==> src/rtl/riscv_fetch_queue.sv <==
// riscv_fetch_queue: instruction prefetch buffer between instruction memory and the IF stage.
//
// Issues word-aligned fetches with at most one granted-but-unanswered request and stores
// responses in a DEPTH-entry FIFO. Branches and hardware-loop redirects flush the FIFO. A
// response belonging to a flushed stream is dropped.
//
// Ports:
//   clk, rst_n         clock (rising edge), asynchronous active-low reset
//   req_i              fetch enable from the IF stage
//   branch_i, addr_i   redirect the fetch stream to addr_i (addr_i[1:0] ignored)
//   hwloop_i           head entry is the last instruction of a hardware loop
//   hwloop_target_i    loop start address used when the head with hwloop_i is consumed
//   ready_i            consumer accepts the head entry
//   valid_o, rdata_o, addr_o, is_hwlp_o   head entry of the FIFO
//   instr_req_o, instr_addr_o, instr_gnt_i, instr_rvalid_i, instr_rdata_i   memory port
//   busy_o             request in flight or FIFO non-empty
module riscv_fetch_queue #(
    parameter int unsigned DEPTH = 3
) (
    input  logic        clk,
    input  logic        rst_n,
    input  logic        req_i,
    input  logic        branch_i,
    input  logic [31:0] addr_i,
    input  logic        hwloop_i,
    input  logic [31:0] hwloop_target_i,
    input  logic        ready_i,
    output logic        valid_o,
    output logic [31:0] rdata_o,
    output logic [31:0] addr_o,
    output logic        is_hwlp_o,
    output logic        instr_req_o,
    output logic [31:0] instr_addr_o,
    input  logic        instr_gnt_i,
    input  logic        instr_rvalid_i,
    input  logic [31:0] instr_rdata_i,
    output logic        busy_o
);

    localparam int unsigned PtrW = (DEPTH > 1) ? $clog2(DEPTH) : 1;
    localparam int unsigned CntW = $clog2(DEPTH + 1);

    typedef enum logic [1:0] {StIdle, StWaitGnt, StWaitRvalid, StWaitAborted} state_e;

    state_e                 state_q, state_d;
    // Address/flag of the pending or outstanding request; in StIdle the next fetch address,
    // in StWaitAborted the saved redirect target.
    logic [31:0]            fetch_addr_q, fetch_addr_d;
    logic                   fetch_hwlp_q, fetch_hwlp_d;
    logic [CntW-1:0]        count_q, count_d;
    logic [PtrW-1:0]        rptr_q, rptr_d, wptr_q, wptr_d;
    logic [DEPTH-1:0][31:0] mem_rdata_q;
    logic [DEPTH-1:0][31:0] mem_addr_q;
    logic [DEPTH-1:0]       mem_hwlp_q;

    logic        pop, push, issue;
    logic        hw_redir, redir, redir_hwlp;
    logic        space_idle, space_b2b;
    logic [31:0] redir_addr, next_addr;
    logic        next_hwlp;

    // Read side: a branch masks the head in the cycle it flushes the FIFO.
    assign valid_o   = (count_q != '0) && !branch_i;
    assign rdata_o   = mem_rdata_q[rptr_q];
    assign addr_o    = mem_addr_q[rptr_q];
    assign is_hwlp_o = mem_hwlp_q[rptr_q];
    assign pop       = valid_o && ready_i;
    assign busy_o    = (state_q != StIdle) || (count_q != '0);

    // Branch wins over a simultaneous loop-end redirect.
    assign hw_redir   = pop && hwloop_i;
    assign redir      = branch_i || hw_redir;
    assign redir_hwlp = !branch_i;
    assign redir_addr = branch_i ? {addr_i[31:2], 2'b00} : {hwloop_target_i[31:2], 2'b00};

    // In StWaitRvalid the outstanding word is counted as already in the FIFO.
    assign space_idle = 32'(count_q) < DEPTH;
    assign space_b2b  = (32'(count_q) + 32'd1) < DEPTH;

    always_comb begin
        state_d      = state_q;
        fetch_addr_d = fetch_addr_q;
        fetch_hwlp_d = fetch_hwlp_q;
        issue        = 1'b0;
        push         = 1'b0;
        next_addr    = fetch_addr_q;
        next_hwlp    = fetch_hwlp_q;

        unique case (state_q)
            StIdle: issue = req_i && (redir || space_idle);
            StWaitGnt: issue = 1'b1;
            StWaitRvalid: begin
                next_addr = fetch_addr_q + 32'd4;
                next_hwlp = 1'b0;
                if (instr_rvalid_i) begin
                    push    = !redir;
                    issue   = req_i && (redir || space_b2b);
                    state_d = StIdle;
                end else if (redir) begin
                    state_d = StWaitAborted;
                end
            end
            StWaitAborted: begin
                if (instr_rvalid_i) begin
                    issue   = req_i;
                    state_d = StIdle;
                end
            end
            default: state_d = StIdle;
        endcase

        if (redir) begin
            next_addr = redir_addr;
            next_hwlp = redir_hwlp;
        end

        // Reset must silence the request even though the idle request path is combinational.
        issue = issue && rst_n;

        if (issue) begin
            state_d      = instr_gnt_i ? StWaitRvalid : StWaitGnt;
            fetch_addr_d = next_addr;
            fetch_hwlp_d = next_hwlp;
        end else if (redir || (state_q == StWaitRvalid && instr_rvalid_i)) begin
            fetch_addr_d = next_addr;
            fetch_hwlp_d = next_hwlp;
        end
    end

    assign instr_req_o  = issue;
    assign instr_addr_o = next_addr;

    always_comb begin
        count_d = count_q;
        rptr_d  = rptr_q;
        wptr_d  = wptr_q;
        if (redir) begin
            count_d = '0;
            rptr_d  = '0;
            wptr_d  = '0;
        end else begin
            if (push) begin
                wptr_d = (wptr_q == PtrW'(DEPTH - 1)) ? '0 : wptr_q + PtrW'(1);
            end
            if (pop) begin
                rptr_d = (rptr_q == PtrW'(DEPTH - 1)) ? '0 : rptr_q + PtrW'(1);
            end
            count_d = count_q + CntW'(push) - CntW'(pop);
        end
    end

    always_ff @(posedge clk or negedge rst_n) begin
        if (!rst_n) begin
            state_q      <= StIdle;
            fetch_addr_q <= '0;
            fetch_hwlp_q <= 1'b0;
            count_q      <= '0;
            rptr_q       <= '0;
            wptr_q       <= '0;
            mem_rdata_q  <= '0;
            mem_addr_q   <= '0;
            mem_hwlp_q   <= '0;
        end else begin
            state_q      <= state_d;
            fetch_addr_q <= fetch_addr_d;
            fetch_hwlp_q <= fetch_hwlp_d;
            count_q      <= count_d;
            rptr_q       <= rptr_d;
            wptr_q       <= wptr_d;
            if (push) begin
                mem_rdata_q[wptr_q] <= instr_rdata_i;
                mem_addr_q[wptr_q]  <= fetch_addr_q;
                mem_hwlp_q[wptr_q]  <= fetch_hwlp_q;
            end
        end
    end

endmodule

==> config.mk <==
export PLATFORM = sky130hd
export DESIGN_NAME = riscv_fetch_queue
export DESIGN_NICKNAME = d
export VERILOG_FILES = /design/src/rtl/riscv_fetch_queue.sv
export SDC_FILE = /design/constraint.sdc
export NUM_CORES = 1
export LEC_CHECK = 0
export ABC_CLOCK_PERIOD_IN_PS = 1930
export BUFFER_PORTS_ARGS = -buffer_cell sky130_fd_sc_hd__buf_2
export CAP_MARGIN = 20
export CELL_PAD_IN_SITES_DETAIL_PLACEMENT = 2
export CELL_PAD_IN_SITES_GLOBAL_PLACEMENT = 2
export CORE_MARGIN = 5
export CORE_UTILIZATION = 25
export CTS_BUF_LIST = sky130_fd_sc_hd__clkbuf_16
export DETAILED_ROUTE_END_ITERATION = 8
export GPL_TIMING_DRIVEN = 1
export PLACE_DENSITY_LB_ADDON = 0.1
export SETUP_SLACK_MARGIN = 0.15
export SKIP_LAST_GASP = 1
export SYNTH_ARGS = -nofsm -noshare
export SYNTH_HDL_FRONTEND = slang
export SYNTH_SLANG_ARGS = --single-unit
==> constraint.sdc <==
create_clock -name clk -period 1.93 [get_ports clk]
set_input_delay 0.193 -clock clk [delete_from_list [all_inputs] [get_ports clk]]
set_output_delay 0.193 -clock clk [all_outputs]
set_load 0.005 [all_outputs]
==> impl_metrics.ini <==
[worst_setup_path]
reg2reg_depth = 12
ff2ff_setup_slack_ns = -0.66
cp-start-kind = register
startpoint = fetch_addr_q[4]
end_kind = output pin
crit_required_ns = 1.74
r2r-start = fetch_addr_q[8]
critical_path_class = register to output pin
path_max_fanout = 4
worstPathArrival_ns = 2.44
endpoint = instr_addr_o[27]
r2r-end = fetch_addr_q[19]

[sta]
hold_ws_ns = 0.0528
fin_crit_sh_pct = 136
skew_ns = 0.0229
grt_setup_unrepaired = yes
min_period_ns = 2.63
slew_viol_final = 0
fmax_ghz = 0.380
setup_viol = 328
relSlewSlack_pct = 33.2
finalHoldViolations = 0
tightest_slew_ns = 1.00
fin_ws_ns = -0.700

[routing]
vias = 10600
wirelength_mm = 53.6
drtAntennaViolNets = 0
drc = 0
wl_per_cell_um = 24.4
drt-pass1-iter-count = 4
drtIter0Drc = 466
routed_via_density = 4.84

[power_and_ir_drop]
p_seq_share_pct = 35.2
intPower_w = 0.0134
p_leak_nw = 9.78
power.switching_w = 0.00653
totalPowerFinal_w = 0.0199
p_sw_share_pct = 32.8
comb_power_share_pct = 38.3
vdd_drop_max_mv = 0.668
power_density_nw_per_um2 = 954
p_clk_share_pct = 26.5

[clock_tree]
clkTransAtPathRegs_ns = 0.06
cts_buffers = 30
cts_sinks = 236
tritoncts = built
insertion_delay_ns = 0.57
cts-root-buf = clkbuf_16
cts_max_level = 1
cts_buffer_depth = 3

[logic_synthesis]
synth-seq-cells = 236
synth_top_area_cell = dfrtp_1
synthAdderAreaFrac_pct = 0.312
synthMuxAreaShare_pct = 25.4
synth_xor_area_share_pct = 1.24
synth_edf_count = 0
ys_types = 76
syn_area_sq_um = 12000
yosysSeqAreaShare_pct = 49.0
synth_nets = 1152
async_reset_ff_share_pct = 100
yosys_warnings = 0
syn_inst = 1045
yosys.area_share.simple_pct = 10.4
syn_avg_cell_area_sq_um = 11.5
synth_top_cell_area_share_pct = 49.0
synth_top_family_by_area = multiplexers
synth_compound_area_share_pct = 9.97
synthFlopType = dfrtp_1
synth_area_leaders = dfrtp_1 (49%), mux2_2 (19%), mux2i_1 (6.0%)

[outcome]
violations = setup timing
outcome = finished, violations left

[floorplanning]
initial_core_util_pct = 25.3
die-area_sq_um = 52600
row_count = 80
die_y_um = 229
ioPinCount = 204
die_w_um = 229
coreArea_sq_um = 47600

[grt]
antenna_found_initial = 0
grt_max_degree = 115
gr-total-overflow = 0
grt_pass1_vias = 11800
grt_pass1_wl_mm = 76.8
grt_usage_pct = 18.6

[flow_run]
max_cap_violations = 0

[worst_hold_path]
worst_hold_path_type = input pin to register

[final_layout]
final_cell_mix = dfrtp_1 (226), mux2_4 (191), buf_2 (190)
design_area_sq_um = 20900
syn_to_final_growth_pct = 73.5
layout_commonest_cell = dfrtp_1
num-nets-final = 1665
drive_gt1_share_pct = 64.1

[place]
place_congestion = 0.765
placed_area_sq_um = 15300
hpwl_mm = 30.3
port_buffers = 199
worst max-delay path: stages (launching register included):
cell and delay (ns):
dfrtp_1 0.43, and2_2 0.24, buf_4 0.15, nand2_2 0.10, or4_4 0.52, a22oi_2 0.21, nor2_2 0.06, buf_2 0.14
per-layer routing:
layer | vias to the layer above | track usage (%) | part of all wire (%)
li1 | 4829 | - | -
met1 | 5582 | 25.7 | 46
met2 | 169 | 31.8 | 49
met3 | 42 | 2.65 | 3.4
met4 | 0 | 3.03 | 1.2
met5 | - | 0 | 0
cells in the mapped netlist (all sizes together) (4+ instances only):
master    n
dfrtp   236
mux2    207
nand2   102
o21ai    75
mux2i    72
buf      49
clkbuf   34
nor2     29
a21oi    21
nor3     17
nand3    12
nand4    12
nor4     12
o31ai    12
xor2     12
a211oi   11
a31oi    11
nor2b    11
and3     10
and2      9
inv       6
nor3b     6
o21bai    6
a21boi    5
a22oi     5
nand2b    5
xnor2     5
o21a      4
o22a      4
o2bb2a    4
o31a      4
area by class of cell:
class | instances | area, sq um
repair buffers | 564 | 5590
diodes | 1 | 2.50
fillers | 4727 | 26800
clock inverters | 23 | 131
flip-flops and latches | 236 | 5920
clock buffers | 31 | 776
well taps | 615 | 769
multi-input cells | 720 | 7670
inverters | 6 | 25.0
power groups by stage:
stage                     combinational [W]  clock (W)  sequential, W
final                               0.00763    0.00528        0.00702
after floorplan                     0.00291          0        0.00667
after CTS                           0.00646    0.00546        0.00686
after global routing                0.00817    0.00568        0.00717
after global placement              0.00553          0        0.00681
after detailed placement            0.00561          0        0.00689
metrics by stage:
step | setup TNS [ns] | instances | util [%] | setup slack (ns)
after CTS | -115.91 | 2137 | 39.9 | -0.706
after detailed placement | -29.61 | 1951 | 32.1 | -0.223
after floorplan | -3.68 | 1045 | - | -0.0477
after global placement | -22.04 | 1951 | 32.1 | -0.231
after global routing | -170.52 | 2195 | 43.8 | -0.781
final | -143.57 | 2196 | 43.8 | -0.700
kinds of logic (layout without fill, tap and decap cells):
group / after synthesis / count (layout)
xor+xnor: 17 / 17
fa+ha+maj: 3 / 3
flops: 236 / 236
buf+inv: 89 / 624
other cells: 0 / 1
mux: 279 / 279
compound gates: 185 / 185
simple gates: 236 / 236
sequential cells by signal, summed over array words and instances (netlist names):
register	cells
rptr_q	2
mem_rdata_q	96
fetch_addr_q	32
state_q	2
wptr_q	2
mem_addr_q	96
mem_hwlp_q	3
fetch_hwlp_q	1
count_q	2
how the worst min path moves through the flow:
stage                              startpoint               end  slack, ns  cells after the start
after global routing      hwloop_target_i[14]  fetch_addr_q[14]       0.03                      4
after CTS                          addr_i[13]  fetch_addr_q[13]      0.007                      4
after detailed placement                rst_n     mem_addr_q[2]       0.38                      2
final                     hwloop_target_i[14]  fetch_addr_q[14]       0.05                      4
after global placement                  rst_n     mem_addr_q[2]       0.39                      2
after floorplan                         rst_n        count_q[0]      -0.10                      0
what timing repair did:
| action | in CTS | in global routing |
|---|---|---|
| pin swaps | 61 | 79 |
| gates cloned | 28 | 10 |
| setup buffers | 65 | 48 |
| hold buffers | 39 | 0 |
| resized for setup | 346 | 302 |
| setup endpoints to repair | 328 | 331 |
| hold endpoints to repair | 339 | 0 |
No activity file was read; power rests on OpenSTA's default activity.
